`src/rtl/dsp_meter_pkg.sv`:
```
// Shared types and helpers for the DSP frequency-meter blocks.
package dsp_meter_pkg;

    // Measurement FSM states
    typedef enum logic [1:0] {
        IDLE,
        MEASURE,
        REPORT
    } meter_state_e;

    // Default edge-count width
    localparam int unsigned CNT_W_DEF = 16;

    // Counter width able to hold 0..n-1; never narrower than one bit
    function automatic int unsigned gate_cnt_w(input int unsigned n);
        if (n <= 2) begin
            return 1;
        end
        return $clog2(n);
    endfunction

endpackage

```
`src/rtl/sync_rise_det.sv`:
```
// Two-flop synchroniser followed by a registered rising-edge pulse.
// Rise on i_din to o_pulse high is three clk cycles.
module sync_rise_det (
    input  logic clk,
    input  logic rst,
    input  logic i_din,
    output logic o_pulse
);

    logic r_meta;
    logic r_sync;
    logic r_prev;
    logic r_pulse;

    // Synchronise the asynchronous input and register a one-cycle rise pulse
    always_ff @(posedge clk or posedge rst) begin
        if (rst) begin
            r_meta  <= 1'b0;
            r_sync  <= 1'b0;
            r_prev  <= 1'b0;
            r_pulse <= 1'b0;
        end else begin
            r_meta  <= i_din;
            r_sync  <= r_meta;
            r_prev  <= r_sync;
            r_pulse <= r_sync & ~r_prev;
        end
    end

    assign o_pulse = r_pulse;

endmodule

```
`src/rtl/vco_freq_meter.sv`:
```
// VCO frequency meter: counts synchronised VCO rising edges over a fixed gate
// window, reports count and signed error against target, and flags lock.
module vco_freq_meter
    import dsp_meter_pkg::*;
#(
    parameter int unsigned GATE_CYCLES  = 1000,
    parameter int unsigned CNT_W        = CNT_W_DEF,
    parameter int unsigned TOL          = 2,
    parameter int unsigned LOCK_WINDOWS = 4
) (
    input  logic             clk,
    input  logic             rst,
    input  logic             vco_in,
    input  logic             enable,
    input  logic [CNT_W-1:0] target,
    output logic [CNT_W-1:0] count,
    output logic [CNT_W:0]   freq_err,
    output logic             count_valid,
    output logic             overflow,
    output logic             locked
);

    localparam int unsigned GW = gate_cnt_w(GATE_CYCLES);
    localparam int unsigned LW = gate_cnt_w(LOCK_WINDOWS + 1);

    localparam logic [GW-1:0]    GATE_LAST = GW'(GATE_CYCLES - 1);
    localparam logic [LW-1:0]    LOCK_MAX  = LW'(LOCK_WINDOWS);
    localparam logic [CNT_W-1:0] CNT_MAX   = '1;
    localparam logic [CNT_W:0]   TOL_V     = (CNT_W + 1)'(TOL);

    meter_state_e     r_state;
    logic [GW-1:0]    r_gate;
    logic [CNT_W-1:0] r_edge_cnt;
    logic             r_ovf_win;
    logic [LW-1:0]    r_lock_cnt;

    logic             w_edge;
    logic [CNT_W:0]   w_err;
    logic [CNT_W:0]   w_abs;
    logic             w_in_tol;
    logic [LW-1:0]    w_lock_next;

    sync_rise_det u_sync (
        .clk     (clk),
        .rst     (rst),
        .i_din   (vco_in),
        .o_pulse (w_edge)
    );

    // Zero-extended operands keep the difference from wrapping
    assign w_err       = {1'b0, r_edge_cnt} - {1'b0, target};
    assign w_abs       = w_err[CNT_W] ? ((CNT_W + 1)'(0) - w_err) : w_err;
    assign w_in_tol    = (w_abs <= TOL_V) && !r_ovf_win;
    assign w_lock_next = !w_in_tol ? '0 :
                         (r_lock_cnt == LOCK_MAX) ? LOCK_MAX : r_lock_cnt + LW'(1);

    // Measurement FSM with counters and registered report outputs
    always_ff @(posedge clk or posedge rst) begin
        if (rst) begin
            r_state     <= IDLE;
            r_gate      <= '0;
            r_edge_cnt  <= '0;
            r_ovf_win   <= 1'b0;
            r_lock_cnt  <= '0;
            count       <= '0;
            freq_err    <= '0;
            count_valid <= 1'b0;
            overflow    <= 1'b0;
            locked      <= 1'b0;
        end else begin
            count_valid <= 1'b0;
            if (!enable) begin
                // Partial window dropped; report registers hold, lock is lost
                r_state    <= IDLE;
                r_gate     <= '0;
                r_edge_cnt <= '0;
                r_ovf_win  <= 1'b0;
                r_lock_cnt <= '0;
                locked     <= 1'b0;
            end else begin
                unique case (r_state)
                    IDLE: begin
                        r_gate     <= '0;
                        r_edge_cnt <= '0;
                        r_ovf_win  <= 1'b0;
                        r_state    <= MEASURE;
                    end
                    MEASURE: begin
                        if (w_edge) begin
                            if (r_edge_cnt == CNT_MAX) begin
                                r_ovf_win <= 1'b1;
                            end else begin
                                r_edge_cnt <= r_edge_cnt + CNT_W'(1);
                            end
                        end
                        if (r_gate == GATE_LAST) begin
                            r_gate  <= '0;
                            r_state <= REPORT;
                        end else begin
                            r_gate <= r_gate + GW'(1);
                        end
                    end
                    REPORT: begin
                        // Edge pulses in this dead cycle are discarded
                        count       <= r_edge_cnt;
                        freq_err    <= w_err;
                        overflow    <= r_ovf_win;
                        count_valid <= 1'b1;
                        r_lock_cnt  <= w_lock_next;
                        locked      <= (w_lock_next == LOCK_MAX);
                        r_gate      <= '0;
                        r_edge_cnt  <= '0;
                        r_ovf_win   <= 1'b0;
                        r_state     <= MEASURE;
                    end
                    default: r_state <= IDLE;
                endcase
            end
        end
    end

endmodule
```
`config.mk`:
```
export PLATFORM = sky130hd
export DESIGN_NAME = vco_freq_meter
export DESIGN_NICKNAME = d
export VERILOG_FILES = /design/src/rtl/dsp_meter_pkg.sv /design/src/rtl/sync_rise_det.sv /design/src/rtl/vco_freq_meter.sv
export SDC_FILE = /design/constraint.sdc
export NUM_CORES = 1
export LEC_CHECK = 0
export ABC_CLOCK_PERIOD_IN_PS = 4900
export CAP_MARGIN = 5
export CORE_MARGIN = 1.5
export CORE_UTILIZATION = 30
export CTS_CLUSTER_DIAMETER = 40
export DETAILED_ROUTE_END_ITERATION = 8
export PLACE_DENSITY_LB_ADDON = 0.2
export SLEW_MARGIN = 20
export SYNTH_ARGS = -nofsm -noshare
export SYNTH_HDL_FRONTEND = slang
export SYNTH_SLANG_ARGS = --single-unit
```
`constraint.sdc`:
```
create_clock -name clk -period 4.9 [get_ports clk]
set_clock_uncertainty 0.2 [all_clocks]
set_input_delay 0.98 -clock clk [delete_from_list [all_inputs] [get_ports clk]]
set_output_delay 0.98 -clock clk [all_outputs]
set_load 0.005 [all_outputs]
```
==> metrics, run 1 <==
status=finished, final reports clean; library cell contributing the largest single delay on the critical path=or4_4; share of the synthesized area in the top cell type=0.4077; maximum clock frequency=214.0 MHz; clock tree root buffer cell=clkbuf_16; number of nets in the synthesized netlist=545; total CTS buffers=9; core area=0.01448 mm²; commonest cells after routing, fill and taps aside=98 x nand2_1, 72 x dfrtp_1, 55 x clkdlybuf4s50_1, 49 x nor2_1, 31 x buf_4; number of antenna diodes=0; Synth Area in Adders=0.06682; CTS tree=yes; wirelength, routed=10.87 mm; initial core utilization=0.3052; synth top area cells=dfrtp_1 41%, nand2_1 8.3%, ha_1 6.2%, nor2_1 4.2%, xor2_1 4.2%; RSZ-0062 raised after global routing=no; HPWL after detailed placement=8.467 mm; vertical extent of the die=124.4 µm; met1 usage=0.1705; count of input and output buffers=55; power share of the sequential group=0.417; VDD IR max=0.0001897 V; count of nets left with antenna violations after detail routing=0; internal portion of total power=1103 µW; clk sinks=72; Hold Path Cell Cnt=0; Avg Inst Size Synth=8.803 µm²; net count reported at finish=628; period utilization=0.9538; worst slew margin relative to its limit=0.4128; switching power summed over all nets=336.9 µW; Site Rows=44; number of endpoints failing setup at the final stage=0; sequential-to-total area share from yosys stat=0.4077; DR WL/cell=14.04 µm; number of enable flip-flop cells after synthesis=0; gr busiest metal=met2; H-tree depth=3; clock share of power=0.489; number of flip-flops and latches in the synthesized netlist=72; global router's overall resource usage=0.1450; most common library cell in the layout ignoring fill and taps=nand2_1; number of cells on the critical path=15; max-cap violations=0; synth unique cells=68; initial detailed-routing violation count=153; kind of cell adding the most delay to the critical path=compound AO/OA/AOI/OAI gates; CTS Buffer Depth=2; first-pass GRT wire length=17.98 mm; leakage power total=0.002570 µW; worst path required time=4.97 ns; Critical Path Source Type=input pin; synthesized-area fraction occupied by and/or/nand/nor cells=0.2452; switching fraction of total power=0.2339; crit path max fanout=4; vias in the first global route=3688; total vias in the final route=3759; worst skew pair latency=0.35 ns; drt first pass iters=4; number of pins with negative max-slew slack in the final report=0; XOR/XNOR Fraction of Synth Area=0.07899; series of cell instances along the critical path=clkdlybuf4s50_1 -> ha_1 -> inv_1 -> fa_2 -> a211o_1 -> a211oi_2 -> and4b_4 -> o32ai_4 -> mux2i_1 -> xnor2_1 -> a2111o_1 -> or4_4 -> nor3_4 -> nand4_1 -> o21ai_1; share of total power in combinational logic=0.094; count of buffering cells on the critical path with inverters included=2; Place WS=-0.2877 ns; die width=124.4 µm; most area-hungry cell type in the Yosys netlist=dfrtp_1; met3 Resource Use GR=0.03694; depth of the worst register-to-register path=15; most used flip-flop cell after synthesis=dfrtp_1; maximum number of pins on one net before global-route repair=44; post-layout worst setup margin=0.2262 ns; crit path capture type=flip-flop; Worst Path Class, Setup=input pin to flip-flop; critical path's largest stage delay=0.55 ns; complex-gate fraction of the synthesized area=0.1518; global routing met2 resource utilization=0.2534; CTS clock-pin slew for the worst setup and hold paths=0.06 ns; mux share of post-synthesis cell area=0.01189; Synth Warn #=0; antenna violations before repair=0; type of the worst min-delay path=flip-flop to flip-flop; arrival time reported for the critical path endpoint=4.74 ns; GR Overflow Total=0; gate count of the mapped netlist=502; Layout Area Growth over Synthesis=29.25%; Die Footprint=0.01547 mm²; number of hold-slack violations in the final timing report=0; async set-reset flop share out of synthesis=1.000; fraction of layout instances using a drive strength above 1=0.1169; detail-routed via count per cell=4.857; Power per Cell Area=252.2 mW/mm²; Remaining DRCs=0; main combinational cell family by area after synthesis=simple AND/OR/NAND/NOR gates; total standard cell area after synthesis=0.004419 mm²; GP Congestion=0.8262; slew at the pin closest to its max-slew limit=0.8730 ns; IO Pins=56; worst hold margin=0.1461 ns; clock period minus worst slack=4.674 ns
## timing repair
action,4_1_cts,5_1_grt
hold buffers,0,0
setup endpoints to repair,0,3
setup buffers,0,2
endpoints found under the hold margin,0,0
gates resized for setup,0,2
## cells by family (layout without fill, tap and decap cells)
logic type                 count (synthesis)  after routing
and+or+nand+nor                          224            224
AOI/OAI and AO/OA                         95             95
DFF                                       72             72
buffers and inverters                     44            132
xor gates and xnor gates                  39             39
adders and majority gates                 23             23
muxes                                      5              5
## final cells by class
type,instances,area [µm²]
Multi-Input combinational cell,386,2464
Clock buffer,9,225.2
Sequential cell,72,1802
Tap cell,184,230.2
Fill cell,1477,8767
Timing Repair Buffer,86,783.3
Clock inverter,7,95.09
Inverter,30,112.6
## metrics by stage
step	std cells	setup TNS, ns	power [µW]	cell area [µm²]	utilization
2_1_floorplan	502	0	691.7	4419	-
3_3_place_gp	756	-0.7177	744.8	5369	0.3708
3_5_place_dp	756	-1.009	746.9	5369	0.3708
4_1_cts	772	0	1466	5689	0.3929
5_1_grt	774	0	1502	5712	0.3945
6_report	774	0	1440	5712	0.3945
## synth_stat cells (3+ instances only)
library cell,count
mux2i_1,3
or3_1,5
xnor2_1,17
inv_1,30
and2_1,4
nand2_1,98
nor2b_1,3
dfrtp_1,72
a41oi_1,3
nor3_1,10
clkbuf_1,13
a21oi_1,16
nand2b_1,4
o21ai_0,30
xor2_1,21
nand3_1,12
o31a_1,3
nor3b_1,3
ha_1,22
a31oi_1,5
o21ai_1,7
and3_1,6
nand4_1,11
nor2_1,49
## power groups by stage
stage                     Clock, µW  Sequential [µW]  Combinational [µW]
after floorplan                   0              611                81.1
after global placement            0              611                 134
after detailed placement          0              611                 136
after CTS                       729              600                 136
after global routing            751              600                 150
final                           705              600                 135
## registers in the layout (all words and copies together) (netlist names)
signal,flops
r_gate,10
u_sync.r_sync,1
u_sync.r_meta,1
overflow,1
r_state,2
u_sync.o_pulse,1
freq_err,17
r_edge_cnt,16
r_lock_cnt,3
count_valid,1
r_ovf_win,1
u_sync.r_prev,1
locked,1
count,16
## metal layers
metal | up-vias | wire, µm
met3 | 16 | 405
met2 | 73 | 5465
met1 | 1762 | 4770
met5 | - | 0
met4 | 0 | 226
li1 | 1908 | -
## worst paths after layout
kind / from / to / slack [ns]
max in group asynchronous: rst / r_gate[9] / 2.66
max: target[0] / r_lock_cnt[0] / 0.23
max reg2reg: r_edge_cnt[0] / r_lock_cnt[0] / 0.75
min reg2reg: u_sync.r_meta / u_sync.r_sync / 0.15
min in group asynchronous: rst / count[15] / 0.84
min: u_sync.r_meta / u_sync.r_sync / 0.15
Note: power is estimated with default switching activity, not from simulation.
==> inputs of run 2 (changes only) <==
Settings changed: CORE_UTILIZATION 30 to 55.
==> metrics, run 2 (synthesized netlist as in run 1, its figures left out) <==
number of endpoints failing setup at the final stage=0 (unchanged); DR WL/cell=14.94 µm (was 14.04 µm); CTS tree=yes (unchanged); clock tree root buffer cell=clkbuf_8 (was clkbuf_16); Worst Path Class, Setup=input pin to flip-flop (unchanged); core area=0.007767 mm² (was 0.01448 mm²); cell count after placement=668 (was 756); count of input and output buffers=55 (unchanged); crit path max fanout=4 (unchanged); Remaining DRCs=0 (unchanged); number of pins with negative max-slew slack in the final report=0 (unchanged); first-pass GRT wire length=17.57 mm (was 17.98 mm); count of nets left with antenna violations after detail routing=0 (unchanged); worst slew margin relative to its limit=0.4420 (was 0.4128); initial detailed-routing violation count=192 (was 153); type of the worst min-delay path=flip-flop to flip-flop (unchanged); Total Negative Setup Slacks=0 ns (unchanged); max-cap violations=0 (unchanged); IO Pins=56 (unchanged); GP Congestion=0.8680 (was 0.8262); total CTS buffers=9 (unchanged); filler instances=620 (was 1477); die width=92.64 µm (was 124.4 µm); worst path required time=4.98 ns (was 4.97 ns); H-tree depth=3 (unchanged); GR Overflow Total=0 (unchanged); number of antenna diodes=0 (unchanged); worst skew pair latency=0.35 ns (about the same); HPWL after detailed placement=7.746 mm (was 8.467 mm); commonest cells after routing, fill and taps aside=98 x nand2_1, 72 x dfrtp_1, 55 x clkdlybuf4s50_1, 49 x nor2_1, 30 x o21ai_0 (was 98 x nand2_1, 72 x dfrtp_1, 55 x clkdlybuf4s50_1, 49 x nor2_1, 31 x buf_4); CTS Buffer Depth=2 (unchanged); slew at the pin closest to its max-slew limit=0.8358 ns (was 0.8730 ns); number of flip-flops in the largest register=17 (unchanged); number of hold-slack violations in the final timing report=0 (unchanged); Site Rows=32 (was 44); Die Footprint=0.008582 mm² (was 0.01547 mm²); status=finished, final reports clean (unchanged); clock period minus worst slack=4.670 ns (was 4.674 ns); vertical extent of the die=92.64 µm (was 124.4 µm); Power per Cell Area=234.4 mW/mm² (was 252.2 mW/mm²); maximum number of pins on one net before global-route repair=42 (was 44); most common library cell in the layout ignoring fill and taps=nand2_1 (unchanged); VDD IR max=0.0001589 V (was 0.0001897 V); leakage power total=0.002492 µW (was 0.002570 µW); period utilization=0.9531 (was 0.9538); fraction of layout instances using a drive strength above 1=0.1014 (was 0.1169); count of buffering cells on the critical path with inverters included=2 (unchanged); crit path capture type=flip-flop (unchanged); detail-routed via count per cell=5.620 (was 4.857); wirelength, routed=10.22 mm (was 10.87 mm); Critical Path Source Type=input pin (unchanged); registers with the most flip-flops=freq_err (17), count (16), r_edge_cnt (16) (unchanged); RSZ-0062 raised after global routing=no (unchanged); hold buffer count at cts=0 (unchanged); count of buffers added by post-CTS timing repair for setup=0 (unchanged); antenna violations before repair=0 (unchanged); series of cell instances along the critical path=clkdlybuf4s50_1 -> ha_1 -> inv_1 -> fa_1 -> a211o_1 -> a211oi_2 -> and4b_4 -> o32ai_4 -> mux2i_1 -> xnor2_1 -> a2111o_1 -> or4_4 -> nor3_4 -> a41oi_1 -> nor2_1 (was clkdlybuf4s50_1 -> ha_1 -> inv_1 -> fa_2 -> a211o_1 -> a211oi_2 -> and4b_4 -> o32ai_4 -> mux2i_1 -> xnor2_1 -> a2111o_1 -> or4_4 -> nor3_4 -> nand4_1 -> o21ai_1); vias in the first global route=3877 (was 3688); global router's overall resource usage=0.2583 (was 0.1450); initial core utilization=0.5689 (was 0.3052); library cell contributing the largest single delay on the critical path=or4_4 (unchanged); critical path's largest stage delay=0.55 ns (about the same); maximum clock frequency=214.1 MHz (was 214.0 MHz); Layout Area Growth over Synthesis=23.27% (was 29.25%); Final Util=0.7014 (was 0.3945); kind of cell adding the most delay to the critical path=compound AO/OA/AOI/OAI gates (unchanged); non-filler cells, final=684 (was 774); net count reported at finish=620 (was 628); CTS clock-pin slew for the worst setup and hold paths=0.09 ns (was 0.06 ns); drt first pass iters=4 (unchanged); total vias in the final route=3844 (was 3759); clk sinks=72 (unchanged); Top reg by flops=freq_err (unchanged); arrival time reported for the critical path endpoint=4.75 ns (was 4.74 ns)
## run 2: metal layers
| metal | up-vias | part of all wire | track usage |
|---|---|---|---|
| li1 | 1894 | - | - |
| met1 | 1833 | 0.45 | 0.3269 |
| met2 | 98 | 0.49 | 0.4522 |
| met3 | 19 | 0.036 | 0.02874 |
| met4 | 0 | 0.026 | 0.1010 |
| met5 | - | 0 | 0 |
## run 2: power breakdown
group	internal [µW]	leakage (µW)	total (µW)	switching, µW
clock	294	0.000116	547	253
sequential	597	0.000995	599	2.68
combinational	57.1	0.00138	130	73.3
total	948	0.00249	1280	329
## run 2: final timing paths
kind                          startpoint        endpoint  slack [ns]  cells past startpoint
min reg2reg                u_sync.r_meta   u_sync.r_sync        0.16                      0
min                        u_sync.r_meta   u_sync.r_sync        0.16                      0
max in group asynchronous            rst  r_edge_cnt[11]        2.66                      3
max reg2reg                r_edge_cnt[0]   r_lock_cnt[2]        0.79                     15
min in group asynchronous            rst     freq_err[3]        0.91                      2
max                            target[0]   r_lock_cnt[2]        0.23                     15
## run 2: what timing repair did
action	4_1_cts	5_1_grt
endpoints found under the hold margin	0	0
resized for setup	0	1
endpoints found under the setup margin	0	3
## run 2: area by class of cell
class / instances / area, µm² / share of cell area
timing repair buffer: 78 / 723.2 / 0.1328
inverter: 30 / 112.6 / 0.02067
clock inverter: 7 / 102.6 / 0.01883
multi-input combinational: 386 / 2456 / 0.4509
clock buffer: 9 / 123.9 / 0.02274
sequential: 72 / 1802 / 0.3307
tap: 102 / 127.6 / 0.02343
## run 2: per-stage QoR
step / instance area [µm²] / setup slack [ns] / power, µW / hold slack [ns]
detailed placement: 5216 / -0.2490 / 742.2 / 0.1371
floorplan: 4419 / 0.3332 / 691.7 / 0.1312
finish: 5448 / 0.2297 / 1277 / 0.1559
global placement: 5216 / -0.1748 / 739.0 / 0.1335
global route: 5448 / 0.03327 / 1324 / 0.1730
CTS: 5443 / 0.1055 / 1285 / 0.1570
==> inputs of run 3 (changes only) <==
Settings changed: CORE_MARGIN 1.5 to 2, CTS_CLUSTER_DIAMETER 40 to 50.
==> metrics, run 3 (synthesized netlist as in run 1, its figures left out) <==
status=finished, final reports clean (unchanged); internal portion of total power=947.0 µW (was 947.7 µW); number of endpoints failing setup at the final stage=0 (unchanged); total CTS buffers=9 (unchanged); arrival time reported for the critical path endpoint=4.77 ns (was 4.75 ns); worst hold margin=0.1533 ns (was 0.1559 ns); switching fraction of total power=0.2509 (was 0.2579); total area of multi-input combinational cells=0.002451 mm² (was 0.002456 mm²); leakage power total=0.002487 µW (was 0.002492 µW); CTS Buffer Depth=2 (unchanged); Remaining DRCs=0 (unchanged); Sequential Area=0.001802 mm² (unchanged); filler instances=618 (was 620); Power per Cell Area=232.6 mW/mm² (was 234.4 mW/mm²); GP Congestion=0.8326 (was 0.8680); count of nets left with antenna violations after detail routing=0 (unchanged); clock period minus worst slack=4.699 ns (was 4.670 ns); share of total power in combinational logic=0.102 (about the same); antenna violations before repair=0 (unchanged); initial detailed-routing violation count=175 (was 192); die width=93.64 µm (was 92.64 µm); vertical extent of the die=93.64 µm (was 92.64 µm); GR Overflow Total=0 (unchanged); DR WL/cell=14.97 µm (was 14.94 µm); maximum clock frequency=212.8 MHz (was 214.1 MHz); most common library cell in the layout ignoring fill and taps=nand2_1 (unchanged); clk sinks=72 (unchanged); drt first pass iters=4 (unchanged); Site Rows=32 (unchanged); Total Negative Setup Slacks=0 ns (unchanged); power share of the sequential group=0.474 (was 0.469); number of hold-slack violations in the final timing report=0 (unchanged); PnR Total Power=1264 µW (was 1277 µW); CTS clock-pin slew for the worst setup and hold paths=0.08 ns (was 0.09 ns); number of pins with negative max-slew slack in the final report=0 (unchanged); initial core utilization=0.5689 (unchanged); global routing met2 resource utilization=0.4269 (was 0.4522); detail-routed via count per cell=5.556 (was 5.620); worst skew pair latency=0.35 ns (about the same); maximum number of pins on one net before global-route repair=54 (was 42); placed cell areas=0.005209 mm² (was 0.005216 mm²); crit path capture type=flip-flop (unchanged); Worst Path Class, Setup=input pin to flip-flop (unchanged); clock tree root buffer cell=clkbuf_8 (unchanged); Final Util=0.6997 (was 0.7014); count of buffers added by post-CTS timing repair for setup=0 (unchanged); IO Pins=56 (unchanged); Die Footprint=0.008768 mm² (was 0.008582 mm²); first-pass GRT wire length=17.08 mm (was 17.57 mm); net count reported at finish=619 (was 620); switching power summed over all nets=317.2 µW (was 329.4 µW); worst path required time=4.97 ns (was 4.98 ns); Layout Area Growth over Synthesis=22.99% (was 23.27%); Critical Path Source Type=input pin (unchanged); slew at the pin closest to its max-slew limit=0.7411 ns (was 0.8358 ns); clock share of power=0.424 (was 0.429); count of input and output buffers=55 (unchanged); met1 usage=0.3118 (was 0.3269); wirelength, routed=10.22 mm (unchanged); gr busiest metal=met2 (unchanged); vias in the first global route=3768 (was 3877); CTS tree=yes (unchanged); total vias in the final route=3795 (was 3844); HPWL after detailed placement=7.811 mm (was 7.746 mm); period utilization=0.9589 (was 0.9531); core area=0.007767 mm² (unchanged); number of antenna diodes=0 (unchanged); worst slew margin relative to its limit=0.5047 (was 0.4420); VDD IR max=0.0001457 V (was 0.0001589 V); fraction of layout instances using a drive strength above 1=0.09811 (was 0.1014); final cell area excluding filler cells=0.005435 mm² (was 0.005448 mm²); RSZ-0062 raised after global routing=no (unchanged); registers with the most flip-flops=freq_err (17), count (16), r_edge_cnt (16) (unchanged); crit path max fanout=4 (unchanged); hold buffer count at cts=0 (unchanged); type of the worst min-delay path=flip-flop to flip-flop (unchanged); met3 Resource Use GR=0.03384 (was 0.02874); number of flip-flops in the largest register=17 (unchanged); global router's overall resource usage=0.2485 (was 0.2583); commonest cells after routing, fill and taps aside=98 x nand2_1, 72 x dfrtp_1, 55 x clkdlybuf4s50_1, 49 x nor2_1, 30 x o21ai_0 (unchanged); max-cap violations=0 (unchanged); H-tree depth=3 (unchanged); Top reg by flops=freq_err (unchanged)
run 3: cell count changes in the layout (fill, tap and decap cells not counted):
| cell | previous run | this run |
|---|---|---|
| a211oi_1 | 1 | 2 |
| a211oi_2 | 2 | 1 |
| buf_4 | 23 | 22 |
run 3: area by class of cell:
class | count | area share
clock buffers | 9 | 0.02279
clock inverters | 7 | 0.01888
inverters | 30 | 0.02072
multi-input cells | 386 | 0.4510
flip-flops and latches | 72 | 0.3315
well taps | 102 | 0.02348
repair buffers | 77 | 0.1317
run 3: metal layers:
layer,vias up,part of all wire
met3,23,0.045
met1,1797,0.43
met2,87,0.50
li1,1888,-
met4,0,0.024
met5,-,0
run 3: worst paths after layout:
path | depth (start not counted) | slack, ns | from | to
max reg2reg | 15 | 0.76 | r_edge_cnt[0] | r_lock_cnt[0]
min in group asynchronous | 2 | 0.73 | rst | freq_err[3]
min | 0 | 0.15 | u_sync.r_meta | u_sync.r_sync
min reg2reg | 0 | 0.15 | u_sync.r_meta | u_sync.r_sync
max | 15 | 0.20 | target[0] | r_lock_cnt[0]
max in group asynchronous | 3 | 2.78 | rst | r_edge_cnt[11]
run 3: critical path, stage by stage:
cell	delay, ns
clkdlybuf4s50_1	0.47
ha_1	0.18
inv_1	0.06
fa_1	0.40
a211o_1	0.30
a211oi_1	0.22
and4b_4	0.26
o32ai_4	0.28
mux2i_1	0.13
xnor2_1	0.14
a2111o_1	0.35
or4_4	0.55
nor3_4	0.18
nand4_1	0.14
o21ai_1	0.14
run 3: metrics by stage:
stage,setup slack [ns],instances
2_1_floorplan,0.3332,502
3_5_place_dp,-0.2158,667
6_report,0.2012,683
4_1_cts,0.1273,683
3_3_place_gp,-0.1691,667
5_1_grt,0.01873,683
run 3: timing repair:
action / 4_1_cts / 5_1_grt
endpoints found under the hold margin: 0 / 0
setup endpoints to repair: 0 / 3
resized for setup: 0 / 0
run 3: power groups by stage:
stage	Clock, µW	Combinational (µW)	Sequential [µW]
CTS	545	130	599
detailed placement	0	129	611
global placement	0	127	611
finish	536	129	599
floorplan	0	81.1	611
global route	570	145	600
